`src/rtl/clock_divider_sequencer.sv`:
```
// Runtime-reprogrammable divide-by-N clock-enable generator. Divisor and gate
// changes requested over a ready/valid port are applied only at period boundaries.
module clock_divider_sequencer #(
  parameter int MAX_DIV   = 256,
  parameter int RESET_DIV = 1,
  parameter int DIV_W     = $clog2(MAX_DIV + 1)
) (
  input  logic             clock_i,
  input  logic             reset_i,
  input  logic             req_valid_i,
  output logic             req_ready_o,
  input  logic [DIV_W-1:0] req_div_i,
  input  logic             req_gate_i,
  output logic             done_o,
  output logic             err_o,
  output logic             clk_level_o,
  output logic             tick_o,
  output logic [DIV_W-1:0] cur_div_o,
  output logic             gated_o,
  output logic             bypass_o
);

  // Counter holds 0..MAX_DIV-1; sized from MAX_DIV so non-power-of-two limits still fit.
  localparam int CNT_W = $clog2(MAX_DIV);

  localparam logic [1:0] ST_RUN   = 2'd0;
  localparam logic [1:0] ST_PEND  = 2'd1;
  localparam logic [1:0] ST_GATED = 2'd2;

  localparam logic [DIV_W-1:0] MAX_DIV_V   = DIV_W'(MAX_DIV);
  localparam logic [DIV_W-1:0] RESET_DIV_V = DIV_W'(RESET_DIV);
  localparam logic [DIV_W-1:0] DIV_ONE     = DIV_W'(1);
  localparam logic             RESET_BYP   = (RESET_DIV == 1);

  logic [1:0]       state_q,    state_d;
  logic [DIV_W-1:0] cur_div_q,  cur_div_d;
  logic [CNT_W-1:0] count_q,    count_d;
  logic [DIV_W-1:0] shd_div_q,  shd_div_d;
  logic             shd_gate_q, shd_gate_d;
  logic             done_q,     done_d;
  logic             err_q,      err_d;
  logic             ready_q,    ready_d;
  logic             level_q,    level_d;
  logic             tick_q,     tick_d;
  logic             gated_q,    gated_d;
  logic             bypass_q,   bypass_d;

  logic             accept;
  logic             req_legal;
  logic             at_boundary;
  logic [DIV_W-1:0] low_d;
  logic [DIV_W-1:0] count_d_ext;

  assign accept      = req_valid_i & ready_q;
  assign req_legal   = req_gate_i | ((req_div_i != '0) & (req_div_i <= MAX_DIV_V));
  assign at_boundary = (DIV_W'(count_q) == (cur_div_q - DIV_ONE));

  // NOTE: every signal assigned here gets a default first, so no path leaves it
  // unassigned and no latch is inferred.
  always_comb begin
    state_d    = state_q;
    cur_div_d  = cur_div_q;
    shd_div_d  = shd_div_q;
    shd_gate_d = shd_gate_q;
    done_d     = 1'b0;
    err_d      = 1'b0;

    if (state_q == ST_GATED || at_boundary) begin
      count_d = '0;
    end else begin
      count_d = count_q + CNT_W'(1);
    end

    case (state_q)
      ST_RUN: begin
        if (accept) begin
          if (!req_legal) begin
            done_d = 1'b1;
            err_d  = 1'b1;
          end else begin
            state_d    = ST_PEND;
            shd_div_d  = req_div_i;
            shd_gate_d = req_gate_i;
          end
        end
      end

      ST_PEND: begin
        // The accept cycle is never in PEND, so the first boundary seen here is >= accept+1.
        if (at_boundary) begin
          done_d  = 1'b1;
          count_d = '0;
          if (shd_gate_q) begin
            state_d = ST_GATED;
          end else begin
            state_d   = ST_RUN;
            cur_div_d = shd_div_q;
          end
        end
      end

      ST_GATED: begin
        if (accept) begin
          done_d = 1'b1;
          if (!req_legal) begin
            err_d = 1'b1;
          end else if (!req_gate_i) begin
            state_d   = ST_RUN;
            cur_div_d = req_div_i;
            count_d   = '0;
          end
        end
      end

      default: begin
        state_d = ST_RUN;
        count_d = '0;
      end
    endcase

    // Outputs are registered from next-state values so they line up with count_q.
    low_d       = cur_div_d >> 1;
    count_d_ext = DIV_W'(count_d);
    gated_d     = (state_d == ST_GATED);
    level_d     = !gated_d && (count_d_ext >= low_d);
    tick_d      = !gated_d && (count_d_ext == low_d);
    bypass_d    = (cur_div_d == DIV_ONE);
    ready_d     = (state_d != ST_PEND);
  end

  // NOTE: sequential state uses non-blocking assignments so every register
  // samples the same pre-edge values regardless of statement order.
  always_ff @(posedge clock_i) begin
    if (reset_i) begin
      state_q   <= ST_RUN;
      cur_div_q <= RESET_DIV_V;
      count_q   <= '0;
      done_q    <= 1'b0;
      err_q     <= 1'b0;
      ready_q   <= 1'b0;
      level_q   <= RESET_BYP;
      tick_q    <= RESET_BYP;
      gated_q   <= 1'b0;
      bypass_q  <= RESET_BYP;
    end else begin
      state_q   <= state_d;
      cur_div_q <= cur_div_d;
      count_q   <= count_d;
      done_q    <= done_d;
      err_q     <= err_d;
      ready_q   <= ready_d;
      level_q   <= level_d;
      tick_q    <= tick_d;
      gated_q   <= gated_d;
      bypass_q  <= bypass_d;
    end
  end

  // NOTE: the shadow request is only read in PEND, which is always entered by
  // loading it, so it carries no reset.
  always_ff @(posedge clock_i) begin
    shd_div_q  <= shd_div_d;
    shd_gate_q <= shd_gate_d;
  end

  assign req_ready_o = ready_q;
  assign done_o      = done_q;
  assign err_o       = err_q;
  assign clk_level_o = level_q;
  assign tick_o      = tick_q;
  assign cur_div_o   = cur_div_q;
  assign gated_o     = gated_q;
  assign bypass_o    = bypass_q;

endmodule

```
`config.mk`:
```
export PLATFORM = sky130hd
export DESIGN_NAME = clock_divider_sequencer
export DESIGN_NICKNAME = d
export VERILOG_FILES = /design/src/rtl/clock_divider_sequencer.sv
export SDC_FILE = /design/constraint.sdc
export NUM_CORES = 1
export LEC_CHECK = 0
export CAP_MARGIN = 20
export CORE_AREA = 2 2 87 64
export DETAILED_ROUTE_END_ITERATION = 8
export DIE_AREA = 0 0 89 66
export PLACE_DENSITY = 0.66
export SETUP_SLACK_MARGIN = 0.05
export SLEW_MARGIN = 25
export SYNTH_ARGS = -nofsm -noshare
export SYNTH_HDL_FRONTEND = slang
export SYNTH_SLANG_ARGS = --single-unit
```
`constraint.sdc`:
```
create_clock -name clock_i -period 5.2 [get_ports clock_i]
set_input_delay 0.78 -clock clock_i [delete_from_list [all_inputs] [get_ports clock_i]]
set_output_delay 0.78 -clock clock_i [all_outputs]
set_load 0.1 [all_outputs]
```
---- Word-level counts from Yosys, hierarchy flattened ----
Cells that the tools add are included.
cells by class
  add/subtract/negate cells ............... 2
  $lt $le $gt $ge ......................... 2
  eq/ne operators ......................... 7
  muxes and demuxes ....................... 25
  bitwise operators ....................... 4
  reduce and logical (&&, ||, !) cells .... 9
operators with widths
  kind                   number
  $mux W9                5
  $mux W8                5
  $pmux W8 S3            1
  $pmux W9 S2            1
  $mux W2                7
  $eq A8 B9 Y1           1
  $eq A9 B1 Y1 const B   1
  $le A9 B9 Y1 const B   1
  $reduce_bool A9 Y1     1
  $sub A9 B1 Y9 const B  1
  $add A8 B1 Y8 const B  1
  $eq A8 B8 Y1           1
  $ge A8 B8 Y1           1
  $pmux W2 S3            1
  $eq A2 B2 Y1 const B   2
  $mux W1                4
  $reduce_or A2 Y1       2
  $pmux W1 S3            1
  $reduce_and A3 Y1      1
  $and A1 B1 Y1          2
  $eq A2 B1 Y1 const B   1
  $logic_and A1 B1 Y1    2
  $logic_not A2 Y1       1
  $ne A2 B1 Y1 const B   1
  other kinds (4)        4
storage, ports and cells
  bits in registers ....................... 36

---- Logic depth before layout (Yosys ltp) ----
  word-level depth ........................ 10
  mapped depth ............................ 21
  depth with buffers taken out ............ 19

---- Worst setup path after synthesis ----
Ideal clock, no wire load.
  path kind ............................... register to register
  start point ............................. register cur_div_q[0] (netlist: cur_div_o[0])
  end point ............................... register level_q (netlist: clk_level_o)
  library setup time ...................... 0.123 ns
  arrival ................................. 4.728 ns
  data required time ...................... 5.077 ns
  path slack .............................. 0.349 ns
  stages on the path, launching flop included .. 22
  period minus slack after synthesis ...... 4.851 ns
  path through ............................ dfxtp_1 -> inv_1 -> ha_1 -> or3b_4 -> o21ai_0 -> a31o_2 -> o211ai_2 -> nor2_1 -> or4_1 -> clkbuf_1 -> clkbuf_1 -> nor2_1 -> ha_1 -> nor2b_1 -> o21a_1 -> o21a_1 -> o21a_1 -> o21a_1 -> o21ai_0 -> nand2b_1 -> a211oi_1 -> o21bai_1
between the ends
  longest elaborated chain between the ends .. 10
ends and longest elaborated chain
  element                   RTL line  RTL
  start: declaration        36        logic [DIV_W-1:0] cur_div_q, cur_div_d;
  start signal: assignment  147       cur_div_q <= cur_div_d;
  $sub A9 B1 Y9 (*)         56        assign at_boundary = (DIV_W'(count_q) == (cur_div_q - DIV_ONE));
  $eq A8 B9 Y1 (*)          56
  $logic_or A1 B1 Y1        68        if (state_q == ST_GATED || at_boundary) begin
  $mux W8                   68
  $mux W8                   107       end else if (!req_gate_i) begin
  $mux W8                   105       if (!req_legal) begin
  $mux W8                   103       if (accept) begin
  $pmux W8 S3 (*)           74        case (state_q)
  via count_d[1]            37        logic [CNT_W-1:0] count_q, count_d;
  $ge A8 B8 Y1 (*)          125       level_d = !gated_d && (count_d_ext >= low_d);
  $logic_and A1 B1 Y1 (*)   125
  end signal: assignment    152       level_q <= level_d;
  end: declaration          43        logic level_q, level_d;
Mark *: on every way through the listed nets, which the timed path passes. The rest lies on a longest branch.
A chain may end at the register's enable or synchronous reset.

---- Final worst setup path ----
Same ends and word-level chain as after synthesis.

==> metrics.cfg <==
[timing]
slew_headroom_pct = 34.9
tns_ns = 0
max_freq_ghz = 0.220
rsz0062_at_grt = no
fin_crit_ns = 4.54
tightest_slew_ns = 0.973
setup_viol = 0
skew_ns = 0.00900
finalHoldViolations = 0
fin_crit_sh_pct = 87.3
drv_slew = 0

[grt]
grt_overflow = 0
grt_antenna_before_repair = 0
grt_pass1_wl_mm = 8.86
grt_usage_pct = 19.8
grt_pass1_vias = 1806
grt_max_degree = 27

[finish]
num_antenna_cells = 0
area_growth_pct = 20.3
multi_input_area_um2 = 1250
layout.area.seq_um2 = 821
final_nets = 300
nFillCells = 478
drive_gt1_share_pct = 9.49
final_cells = 346

[floorplanning]
dieArea_um2 = 5870
die_y_um = 66
rows = 22
core_um2 = 5060
die_w_um = 89
boundaryPins = 29
start_util_pct = 43.2

[setup_path]
critPathMaxFanout = 14
critPathLaunchType = flip-flop
worstPathRequired_ns = 5.36
crit_type = flip-flop to flip-flop
critPathArrivalTime_ns = 4.70
cp-end-kind = flip-flop

[power_and_ir_drop]
pwr-share-clk_pct = 20.7
powerDensity_nw_per_um2 = 398
pwr-share-seq_pct = 32.2
power_mw = 1.05
switchingPower_mw = 0.433
switching_share_pct = 41.3
irDropWorstVdd_uv = 201
pwr-share-comb_pct = 47.0
p_int_mw = 0.615
p_leak_nw = 0.960

[placed_design]
place_inst = 338
io_buffers = 28
place_congestion = 0.818
place_hpwl_mm = 4.14

[clock_tree]
cts-htree-levels = 2
postCtsHoldBufs = 0
clock-sinks = 36
cts_buffer_depth = 2
cts.clk_slew.worst_paths_ns = 0.07
cts_tree = built
post_cts.repair.setup_buffers = 0
cts-root-buf = clkbuf_8
numCtsBuffers = 5
cts.repair.resized = 0
worst_skew_pair.late_latency_ns = 0.29

[drt]
drt-met1-wl_mm = 2.67
wire_per_inst_um = 15.3
wl_met3_um = 430
drt_first_iter_violations = 184
dr.max_layer_used = met4
met2_length_mm = 2.16
num_vias = 1918
vias_per_cell = 5.54
drc_errors = 0
drt-total-wl_mm = 5.31
first_pass_iters = 4
postRouteAntennaNets = 0

[min_path]
hp-class = flip-flop to flip-flop

[flow_run]
drv_cap = 0

[status]
status = finished clean

[synth]
syn_area_um2 = 2190
synth_seq_cells = 36
synth_edf_count = 10
yosysSeqAreaShare_pct = 37.5
postSynthAreaPerCell_um2 = 8.94
async_flop_share_pct = 0
syn_inst = 245
synth_fp_nets = 272
yosys_warnings = 0
yosys.cell_types.count = 55
synthFlopType = dfxtp_1

worst paths after layout:
path | from | endpoint | slack (ns) | cells past startpoint
worst max-delay path | cur_div_o[0]$_SDFF_PP1_ | clk_level_o$_SDFF_PP1_ | 0.66 | 19
worst min-delay path | shd_div_q[8]$_DFFE_PP_ | cur_div_o[8]$_SDFF_PP0_ | 0.56 | 2
worst max register to register | cur_div_o[0]$_SDFF_PP1_ | clk_level_o$_SDFF_PP1_ | 0.66 | 19
worst min register to register | shd_div_q[8]$_DFFE_PP_ | cur_div_o[8]$_SDFF_PP0_ | 0.56 | 2
state kept, by name, summed over array words and instances, names as in the netlist:
register     flops
count_q          8
bypass_o         1
cur_div_o        9
shd_gate_q       1
req_ready_o      1
gated_o          1
tick_o           1
shd_div_q        9
state_q          2
done_o           1
err_o            1
clk_level_o      1
power by group through the flow:
stage | logic (mW) | clock network (mW) | registers [mW]
floorplan | 0.274 | 0 | 0.450
global placement | 0.485 | 0 | 0.344
detailed placement | 0.491 | 0 | 0.344
CTS | 0.492 | 0.223 | 0.338
global route | 0.536 | 0.235 | 0.341
finish | 0.493 | 0.217 | 0.338
layer usage:
layer / track usage [%] / up-vias
met5: 0 / -
met4: 4.48 / 0
met3: 4.87 / 6
met2: 27.6 / 78
met1: 30.4 / 891
li1: - / 943
final cells by class:
type	instances	share of cell area, %
multi-input cells	182	47.6
repair buffers	32	11.8
well taps	72	3.42
inverters	16	2.28
clock buffers	8	3.80
flip-flops and latches	36	31.2
stage by stage:
| stage | hold WS [ns] | util, % | worst slack (ns) | area (um^2) |
|---|---|---|---|---|
| 4_1_cts | 0.561 | 52.0 | 0.654 | 2630 |
| 3_5_place_dp | 0.544 | 50.0 | 0.582 | 2530 |
| 6_report | 0.559 | 52.0 | 0.663 | 2630 |
| 2_1_floorplan | 0.495 | - | 0.349 | 2190 |
| 5_1_grt | 0.607 | 52.0 | 0.370 | 2630 |
| 3_3_place_gp | 0.558 | 50.0 | 0.672 | 2530 |
cells in the mapped netlist (4+ instances only):
cell	number	area share [%]
nor3_1	14	3.2
edfxtp_1	10	14
a22o_1	4	1.6
nand3_1	4	0.91
o21a_1	4	1.4
xnor2_1	8	3.2
nor2_1	28	4.8
ha_1	14	8.0
nand2_1	13	2.2
xor2_1	5	2.0
mux2i_1	5	2.3
inv_1	16	2.7
dfxtp_1	26	24
a21oi_1	9	2.1
o21ai_0	11	2.5
nor4_1	6	1.7
nor2b_1	4	1.1
clkbuf_1	9	1.5
logic make-up (layout without fill, tap and decap cells):
group,Yosys count,in the layout,share of synthesized area (%)
multiplexers,5,5,2.29
XOR/XNOR,13,13,5.20
adder cells (fa/ha/maj),14,14,8.00
buffers and inverters,27,56,5.31
AO/OA/AOI/OAI,53,53,17.8
flip-flops,36,36,37.5
AND/OR/NAND/NOR,97,97,23.9
layout by cell type, fill, tap and decap left out, types with 4 or more instances in the layout:
master	n
nor3_1	14
xnor2_1	8
buf_4	4
edfxtp_1	10
a21oi_1	9
nor4_1	6
nand3_1	4
ha_1	14
dfxtp_1	26
clkdlybuf4s50_1	28
inv_1	16
xor2_1	5
a22o_1	4
nor2_1	28
o21ai_0	11
mux2i_1	5
o21a_1	4
clkbuf_8	7
nor2b_1	4
nand2_1	13
worst max-delay path, cell delays in order (launching register included):
cell,delay (ns)
dfxtp_1,0.39
inv_1,0.12
ha_1,0.21
or3b_4,0.41
or3_1,0.35
a31o_2,0.25
o211ai_2,0.29
nor2_1,0.14
or4_1,0.54
buf_4,0.21
nor2_1,0.13
ha_1,0.26
o21a_1,0.11
o21a_1,0.16
o21a_1,0.16
o21a_1,0.15
o21ai_0,0.16
nand2b_1,0.08
a211oi_1,0.23
o21bai_1,0.08
No activity file was read; power rests on OpenSTA's default activity.
